<file path="config.mk">
export PLATFORM = sky130hd
export DESIGN_NAME = cordic_bus_frontend
export DESIGN_NICKNAME = d
export VERILOG_FILES = /design/src/rtl/cordic_bus_frontend_pkg.sv /design/src/rtl/cordic_fe_watchdog.sv /design/src/rtl/cordic_bus_frontend.sv
export SDC_FILE = /design/constraint.sdc
export NUM_CORES = 1
export LEC_CHECK = 0
export ABC_AREA = 1
export BUFFER_PORTS_ARGS = -buffer_cell sky130_fd_sc_hd__clkbuf_2
export CORE_MARGIN = 1
export CORE_UTILIZATION = 49
export DETAILED_ROUTE_END_ITERATION = 12
export GPL_ROUTABILITY_DRIVEN = 0
export GPL_TIMING_DRIVEN = 1
export PLACE_DENSITY_LB_ADDON = 0.12
export SKIP_LAST_GASP = 1
export SYNTH_ARGS = -nofsm -noshare
export SYNTH_HDL_FRONTEND = slang
export SYNTH_HIERARCHICAL = 1
export SYNTH_SLANG_ARGS = --single-unit
</file>
<file path="constraint.sdc">
create_clock -name clk -period 1.3 [get_ports clk]
set_input_delay 0 -clock clk [delete_from_list [all_inputs] [get_ports clk]]
set_output_delay 0 -clock clk [all_outputs]
set_load 0.01 [all_outputs]
</file>
<file path="src/rtl/cordic_bus_frontend_pkg.sv">
// Shared definitions for the CORDIC bus front end: widths, register map, bit positions,
// FSM encoding and mode codes.
package cordic_bus_frontend_pkg;

    localparam int unsigned FIXED_WIDTH    = 16;
    localparam int unsigned SHIFT_W        = 4;
    localparam int unsigned TIMEOUT_CYCLES = 64;
    localparam int unsigned ADDR_W         = 6;
    localparam int unsigned DATA_W         = 32;

    localparam logic [ADDR_W-1:0] OFS_OPA    = 6'h00;
    localparam logic [ADDR_W-1:0] OFS_OPB    = 6'h04;
    localparam logic [ADDR_W-1:0] OFS_CTRL   = 6'h08;
    localparam logic [ADDR_W-1:0] OFS_STATUS = 6'h0C;
    localparam logic [ADDR_W-1:0] OFS_RES1   = 6'h10;
    localparam logic [ADDR_W-1:0] OFS_RES2   = 6'h14;

    localparam int unsigned CTRL_GO       = 0;
    localparam int unsigned CTRL_ROT      = 1;
    localparam int unsigned CTRL_MODE_LO  = 2;
    localparam int unsigned CTRL_SHIFT_LO = 4;
    localparam int unsigned CTRL_IRQ_EN   = 8;

    localparam int unsigned STAT_BUSY     = 0;
    localparam int unsigned STAT_VALID    = 1;
    localparam int unsigned STAT_OVERRUN  = 2;
    localparam int unsigned STAT_IRQ_PEND = 3;
    localparam int unsigned STAT_TIMEOUT  = 4;

    typedef enum logic [1:0] {
        MODE_CIRCULAR   = 2'b00,
        MODE_LINEAR     = 2'b01,
        MODE_HYPERBOLIC = 2'b10
    } cordic_mode_e;

    typedef enum logic [1:0] {
        ST_IDLE   = 2'b00,
        ST_LAUNCH = 2'b01,
        ST_WAIT   = 2'b10
    } fe_state_e;

    // Stored CTRL fields, laid out to match CTRL bits 8:1
    typedef struct packed {
        logic               irq_en;
        logic [SHIFT_W-1:0] alpha_shift;
        cordic_mode_e       mode;
        logic               is_rotating;
    } ctrl_t;

    // Byte writes only reach CTRL bits 7:0, so irq_en is kept
    function automatic ctrl_t ctrl_merge(input ctrl_t cur, input logic [7:0] wfields,
                                         input logic byte_wr);
        ctrl_t nxt;
        nxt = ctrl_t'(wfields);
        if (byte_wr) nxt.irq_en = cur.irq_en;
        return nxt;
    endfunction

endpackage

</file>
<file path="src/rtl/cordic_fe_watchdog.sv">
// WAIT-state cycle counter; flags expiry on the LIMIT-th cycle spent in WAIT.
module cordic_fe_watchdog
    import cordic_bus_frontend_pkg::*;
#(
    parameter int unsigned LIMIT = TIMEOUT_CYCLES
) (
    input  logic clk,
    input  logic rst_n,
    input  logic clear,
    input  logic run,
    output logic expired_c
);

    localparam int unsigned CNT_W = (LIMIT > 1) ? $clog2(LIMIT) : 1;

    logic [CNT_W-1:0] cnt;

    assign expired_c = run && (cnt == CNT_W'(LIMIT - 1));

    always_ff @(posedge clk) begin
        if (!rst_n) begin
            cnt <= '0;
        end else if (clear) begin
            cnt <= '0;
        end else if (run && !expired_c) begin
            cnt <= cnt + CNT_W'(1);
        end
    end

endmodule

</file>
<file path="src/rtl/cordic_bus_frontend.sv">
// TinyQV peripheral front end for the iterative CORDIC core.
// Optional WAIT watchdog enabled by defining CORDIC_FE_TIMEOUT_EN.
module cordic_bus_frontend
    import cordic_bus_frontend_pkg::*;
(
    input  logic                   clk,
    input  logic                   rst_n,
    input  logic [ADDR_W-1:0]      address,
    input  logic [DATA_W-1:0]      data_in,
    input  logic [1:0]             data_write_n,
    input  logic [1:0]             data_read_n,
    output logic [DATA_W-1:0]      data_out,
    output logic                   data_ready,
    output logic                   user_interrupt,
    output logic                   core_start,
    output logic                   core_is_rotating,
    output logic [1:0]             core_mode,
    output logic [SHIFT_W-1:0]     core_alpha_shift,
    output logic [FIXED_WIDTH-1:0] core_a,
    output logic [FIXED_WIDTH-1:0] core_b,
    input  logic [FIXED_WIDTH-1:0] core_out1,
    input  logic [FIXED_WIDTH-1:0] core_out2,
    input  logic                   core_done
);

    fe_state_e              state;
    logic [FIXED_WIDTH-1:0] opa, opb, res1, res2;
    ctrl_t                  ctrl, cfg;
    logic                   result_valid, overrun, irq_pend, timeout_flag, start_q;

    logic                   wr_en_c, wr_byte_c, rd_en_c, go_c, busy_c, wd_expire_c;
    logic [ADDR_W-1:0]      reg_addr_c;
    ctrl_t                  ctrl_wr_c;
    logic                   unused_c;

    assign reg_addr_c = {address[ADDR_W-1:2], 2'b00};
    assign wr_en_c    = (data_write_n != 2'b11);
    assign wr_byte_c  = (data_write_n == 2'b00);
    assign rd_en_c    = (data_read_n != 2'b11);
    assign ctrl_wr_c  = ctrl_merge(ctrl, data_in[CTRL_IRQ_EN:CTRL_ROT], wr_byte_c);
    assign go_c       = wr_en_c && (reg_addr_c == OFS_CTRL) && data_in[CTRL_GO];
    assign busy_c     = (state != ST_IDLE);
    assign unused_c   = &{1'b0, data_in[DATA_W-1:FIXED_WIDTH], address[1:0]};

`ifdef CORDIC_FE_TIMEOUT_EN
    cordic_fe_watchdog #(.LIMIT(TIMEOUT_CYCLES)) u_watchdog (
        .clk       (clk),
        .rst_n     (rst_n),
        .clear     (state == ST_LAUNCH),
        .run       (state == ST_WAIT),
        .expired_c (wd_expire_c)
    );
`else
    assign wd_expire_c = 1'b0;
`endif

    // Register file and sequencer; clears come first so same-cycle set events win
    always_ff @(posedge clk) begin
        if (!rst_n) begin
            state        <= ST_IDLE;
            opa          <= '0;
            opb          <= '0;
            res1         <= '0;
            res2         <= '0;
            ctrl         <= '0;
            cfg          <= '0;
            result_valid <= 1'b0;
            overrun      <= 1'b0;
            irq_pend     <= 1'b0;
            timeout_flag <= 1'b0;
            start_q      <= 1'b0;
        end else begin
            start_q <= 1'b0;

            if (wr_en_c) begin
                case (reg_addr_c)
                    OFS_OPA: begin
                        if (wr_byte_c) opa[7:0] <= data_in[7:0];
                        else           opa      <= data_in[FIXED_WIDTH-1:0];
                    end
                    OFS_OPB: begin
                        if (wr_byte_c) opb[7:0] <= data_in[7:0];
                        else           opb      <= data_in[FIXED_WIDTH-1:0];
                    end
                    OFS_CTRL: ctrl <= ctrl_wr_c;
                    OFS_STATUS: begin
                        if (data_in[STAT_OVERRUN])  overrun      <= 1'b0;
                        if (data_in[STAT_IRQ_PEND]) irq_pend     <= 1'b0;
                        if (data_in[STAT_TIMEOUT])  timeout_flag <= 1'b0;
                    end
                    default: ;
                endcase
            end

            if (rd_en_c && (reg_addr_c == OFS_RES2)) result_valid <= 1'b0;

            case (state)
                ST_IDLE: begin
                    if (go_c) begin
                        cfg     <= ctrl_wr_c;
                        start_q <= 1'b1;
                        state   <= ST_LAUNCH;
                    end
                end
                ST_LAUNCH: state <= ST_WAIT;
                ST_WAIT: begin
                    if (core_done) begin
                        res1         <= core_out1;
                        res2         <= core_out2;
                        result_valid <= 1'b1;
                        if (cfg.irq_en) irq_pend <= 1'b1;
                        state        <= ST_IDLE;
                    end else if (wd_expire_c) begin
                        timeout_flag <= 1'b1;
                        if (cfg.irq_en) irq_pend <= 1'b1;
                        state        <= ST_IDLE;
                    end
                end
                default: state <= ST_IDLE;
            endcase

            if (go_c && busy_c) overrun <= 1'b1;
        end
    end

    // Combinational read-back; zero when no read is in progress
    always_comb begin
        data_out = '0;
        if (rd_en_c) begin
            case (reg_addr_c)
                OFS_OPA:    data_out = DATA_W'(opa);
                OFS_OPB:    data_out = DATA_W'(opb);
                OFS_CTRL:   data_out = DATA_W'({ctrl, 1'b0});
                OFS_STATUS: data_out = DATA_W'({timeout_flag, irq_pend, overrun,
                                                result_valid, busy_c});
                OFS_RES1:   data_out = DATA_W'(res1);
                OFS_RES2:   data_out = DATA_W'(res2);
                default:    data_out = '0;
            endcase
        end
    end

    assign data_ready       = 1'b1;
    assign user_interrupt   = irq_pend;
    assign core_start       = start_q;
    assign core_is_rotating = cfg.is_rotating;
    assign core_mode        = cfg.mode;
    assign core_alpha_shift = cfg.alpha_shift;
    assign core_a           = opa;
    assign core_b           = opb;

endmodule

</file>
# Word level (Yosys, flattened, before mapping)
# Index checks and enable logic that the tools add are counted.
[totals]
out_inout_bits = 74
register_bits = 86
[op_classes]
n_eq_ne = 11
mux = 20
bitwise_logic = 1
reduce_logical = 21
[op_table]
columns = ["op", "n"]
rows = [
  ["one-hot mux 16 bit (6 select lines)", 1],
  ["two-way mux 16 bit", 1],
  ["two-way mux 1 bit", 15],
  ["AND reduction 2 bit", 7],
  ["AND reduction 3 bit", 3],
  ["== test 4 x 2 -> 1 bit (second input constant)", 2],
  ["== test 4 x 3 -> 1 bit (second input constant)", 2],
  ["!= test 2 bit (second input constant)", 4],
  ["nonzero test 2 bit", 4],
  ["zero test 6 bit", 1],
  ["one-hot mux 2 bit (3 select lines)", 1],
  ["== test 4 x 1 -> 1 bit (second input constant)", 1],
  ["logical AND 1 bit", 4],
  ["zero test 2 bit", 2],
  ["two-way mux 2 bit", 2],
  ["== test 2 x 1 -> 1 bit (second input constant)", 1],
  ["== test 2 bit (second input constant)", 1],
  ["NOT 1 bit", 1],
]

# Longest topological paths before layout
[logic_depth]
word_depth = 6
mapped_depth = 8
ltp_nobuf = 7

# Least setup slack after synthesis
# No wires, ideal clock.
[synth_timing]
path_kind = "flip-flop to flip-flop"
from = "reg state[0]"
to = "reg res1[15]"
synth_period_minus_slack_ns = 1.159
required_ns = 1.230
arrival_time_ns = 1.089
stages_incl_launch_ff = 7
setup_slack_ns = 0.141
path_cell_list = "dfxtp_1 -> inv_1 -> nand3_1 -> inv_1 -> clkbuf_1 -> nand2_1 -> a21oi_1"
[synth_via]
elab_chain_cells = 2
[synth_lines]
columns = ["element", "line", "text"]
rows = [
  ["from (decl)", "cordic_bus_frontend.sv:26", "fe_state_e state;"],
  ["from (signal assigned)", "cordic_bus_frontend.sv:60", "state <= ST_IDLE;"],
  ["from (signal assigned)", "cordic_bus_frontend.sv:102", "state <= ST_LAUNCH;"],
  ["from (signal assigned)", "cordic_bus_frontend.sv:105", "ST_LAUNCH: state <= ST_WAIT;"],
  ["== test 2 bit", "cordic_bus_frontend.sv:97", "case (state)"],
  ["AND reduction 2 bit (no source line)", "n/a", ""],
  ["to (signal assigned)", "cordic_bus_frontend.sv:108", "res1 <= core_out1;"],
  ["to (decl)", "cordic_bus_frontend.sv:27", "logic [FIXED_WIDTH-1:0] opa, opb, res1, res2;"],
]
# Every way passes these cells.
# A chain may end at the register's enable or synchronous reset.

# Worst setup path after layout
[layout_timing]
from = "reg ctrl[5] in the netlist's numbering"
to = "out data_out[6]"
[layout_via]
elab_chain_cells = 2
[layout_lines]
columns = ["element", "line", "text"]
rows = [
  ["from (decl)", "cordic_bus_frontend.sv:28", "ctrl_t ctrl, cfg;"],
  ["from (signal assigned)", "cordic_bus_frontend.sv:85", "OFS_CTRL: ctrl <= ctrl_wr_c;"],
  ["one-hot mux 16 bit (6 select lines)", "cordic_bus_frontend.sv:130", "case (reg_addr_c)"],
  ["two-way mux 16 bit", "cordic_bus_frontend.sv:129", "if (rd_en_c) begin"],
  ["to (decl)", "cordic_bus_frontend.sv:12", "output logic [DATA_W-1:0] data_out,"],
]
# Every way passes these cells.

==> results_dict.tcl <==
set metrics [dict create \
    vias 4271 \
    synthFlopType "dfxtp_1" \
    comb_power_share 0.116 \
    grt_start_max_net_pins 45 \
    synth_edf_count 0 \
    p_clk_frac 0.395 \
    slowest_delay_ns 0.34 \
    startpoint_type "register" \
    synth_top_cell_by_area "dfxtp_1" \
    power_density_nw_per_um2 1003 \
    yosysSeqAreaShare 0.4275 \
    mappedNetlistArea_um2 4028 \
    initial_core_util 0.5132 \
    critical_path_required_ns 1.30 \
    die_area_um2 8586 \
    fmax_mhz 762.1 \
    clock-skew-final_ns 0.01147 \
    internal_power_w 0.004117 \
    cp.arrival_ns 1.31 \
    layout-drive-gt1-share 0.2828 \
    dieWidth_um 92.66 \
    drv_cap 0 \
    min_path_cells 4 \
    synth-seq-cells 86 \
    power.switching_w 0.001421 \
    final_common_cell "clkbuf_2" \
    layout.nets 806 \
    grt_setup_unrepaired "true" \
    power_leakage_nw 2.488 \
    tns_ns -0.01211 \
    grt_pass1_wl_um 17950 \
    grtUsageTotal 0.2683 \
    synthArstFlopShare 0 \
    overflow 0 \
    drt_wl_total_um 11450 \
    clockBufferDepth 2 \
    yosysTopAreaCellShare 0.4275 \
    fin_crit_ns 1.312 \
    hp-class "primary input to register" \
    diodes 0 \
    drtIter0Drc 352 \
    syn_to_final_growth_pct 37.09 \
    fp.dieH_um 92.66 \
    placementRows 32 \
    worstSetupEndpointType "primary output" \
    min_period_over_period 1.009 \
    relSlewSlack 0.6485 \
    critPathMaxFanout 2 \
    post-route-drc-count 0 \
    fin_area_um2 5522 \
    path_clk_slew_ns 0.08 \
    peakVddDrop_mv 0.6546 \
    placed_cell_area_um2 4682 \
    synth.distinct_cells 24 \
    slowest_stage "dfxtp_1" \
    crit_path_cell_trace "nand3_1 > nand3_2 > nor2_1 > nor2_1 > buf_2" \
    crit_family "simple AND/OR/NAND/NOR gates" \
    cts_buffers 9 \
    crit_type "register to primary output" \
    r2r_cells 5 \
    drtAntennaViolNets 0 \
    final_cell_mix "109 x clkbuf_2, 90 x nand2_1, 76 x a21oi_1" \
    syn_area_per_cell_um2 7.129 \
    violations "setup timing" \
    setup_ws_ns -0.01211 \
    viasPerCell 5.121 \
    antenna_found_initial 0 \
    tightestPinTransition_ns 0.5265 \
    wl_per_cell_um 13.72 \
    ys_top_cells_by_area "dfxtp_1 43%, a21oi_1 9.4%, nand2_1 8.6%" \
    slew_violations 0 \
    finalSetupViolations 1 \
    cts_tree "built" \
    grt_pass1_vias 3807 \
    dr.pass1.iters 8 \
    outcome "complete, but fails checks" \
    core_um2 7848 \
    p_seq_frac 0.490 \
    fillCellCount 662 \
    total_power_w 0.005538 \
    path_depth 5 \
    cp_common_cell "nor2_1" \
    root_buffer "clkbuf_8" \
    cp_num_buf_inv 1 \
    finalHoldViolations 0 \
    dp_hpwl_um 7684 \
    ios 151 \
    synth_cells 565 \
    synth-warning-count 6 \
    clk_latency_ns 0.38 \
    p_sw_frac 0.2566 \
    fin_cells 834 \
    htreeDepth 3 \
    clkSinkCount 86 \
    io_buffers 115 \
    placed_cells_incl_taps 764 \
]
==> worst reg2reg max path, cell delays in order, from the launching register on <==
cell and delay [ns]:
dfxtp_2 0.33, inv_2 0.07, nand3_1 0.15, buf_12 0.22, o21ai_0 0.22, a21oi_1 0.07
==> area by class of cell <==
| cell class | count | area [µm²] | share of cell area |
|---|---|---|---|
| repair buffers | 189 | 1319 | 0.2388 |
| inverters | 54 | 206.4 | 0.03739 |
| flip-flops and latches | 86 | 1745 | 0.3161 |
| well taps | 102 | 127.6 | 0.02311 |
| multi-input cells | 387 | 1893 | 0.3429 |
| clock buffers | 10 | 137.6 | 0.02493 |
| clock inverters | 6 | 92.59 | 0.01677 |
==> stage by stage <==
stage / worst slack, ns / hold slack, ns / util
2_1_floorplan: 0.1408 / 0.1443 / -
3_3_place_gp: 0.05914 / 0.2306 / 0.5966
3_5_place_dp: 0.03633 / 0.2344 / 0.5966
4_1_cts: -0.007637 / 0.08571 / 0.6916
5_1_grt: -0.04861 / 0.1203 / 0.7036
6_report: -0.01211 / 0.08719 / 0.7036
==> kinds of logic (layout without fill, tap and decap cells) <==
group,count (synthesis),after routing,synth area share
adders and majority gates,2,2,0.006212
buffers and inverters,107,259,0.1292
AOI/OAI and AO/OA,143,143,0.1780
other,2,17,0.001865
DFF,86,86,0.4275
and+or+nand+nor,225,225,0.2572
==> what timing repair did <==
action / in CTS / in global routing
pin swaps: 3 / 11
buffers inserted: 1 / 3
endpoints found under the setup margin: 2 / 12
hold buffers: 50 / 0
hold endpoints to repair: 71 / 0
resized for setup: 7 / 40
==> per-layer routing <==
layer,wire [µm],GRT usage,vias to the layer above
met4,170,0.08077,0
met1,5085,0.3654,1922
met5,0,0,-
li1,-,-,2133
met3,766,0.04844,22
met2,5422,0.4333,194
==> worst paths after layout <==
path                    from     endpoint  slack (ns)
setup / recovery     ctrl[5]  data_out[6]       -0.01
hold / removal    address[4]      ctrl[6]        0.09
setup reg to reg    state[0]      res2[8]        0.14
hold reg to reg      ctrl[1]      ctrl[1]        0.45
==> power groups by stage <==
stage | registers [W] | logic, W | clock network [W]
finish | 0.00271 | 0.000640 | 0.00219
detailed placement | 0.00277 | 0.000502 | 0
floorplan | 0.00277 | 0.000301 | 0
global placement | 0.00277 | 0.000493 | 0
global route | 0.00272 | 0.000696 | 0.00232
CTS | 0.00271 | 0.000619 | 0.00219
==> sequential cells by signal, summed over array words and instances (netlist names), 2 cells and up <==
register and count:
res2 16, core_alpha_shift 4, ctrl 8, state 2, res1 16, core_mode 2, core_b 16, core_a 16
==> cells in the mapped netlist (8+ instances only) <==
master	instances
nand2_1	92
dfxtp_1	86
a21oi_1	76
nand3_1	63
nor2_1	52
o21ai_0	50
inv_1	47
buf_4	29
o21ai_1	16
clkbuf_1	14
nor2_4	9
buf_2	8
Power figures use the tool's default switching activity.
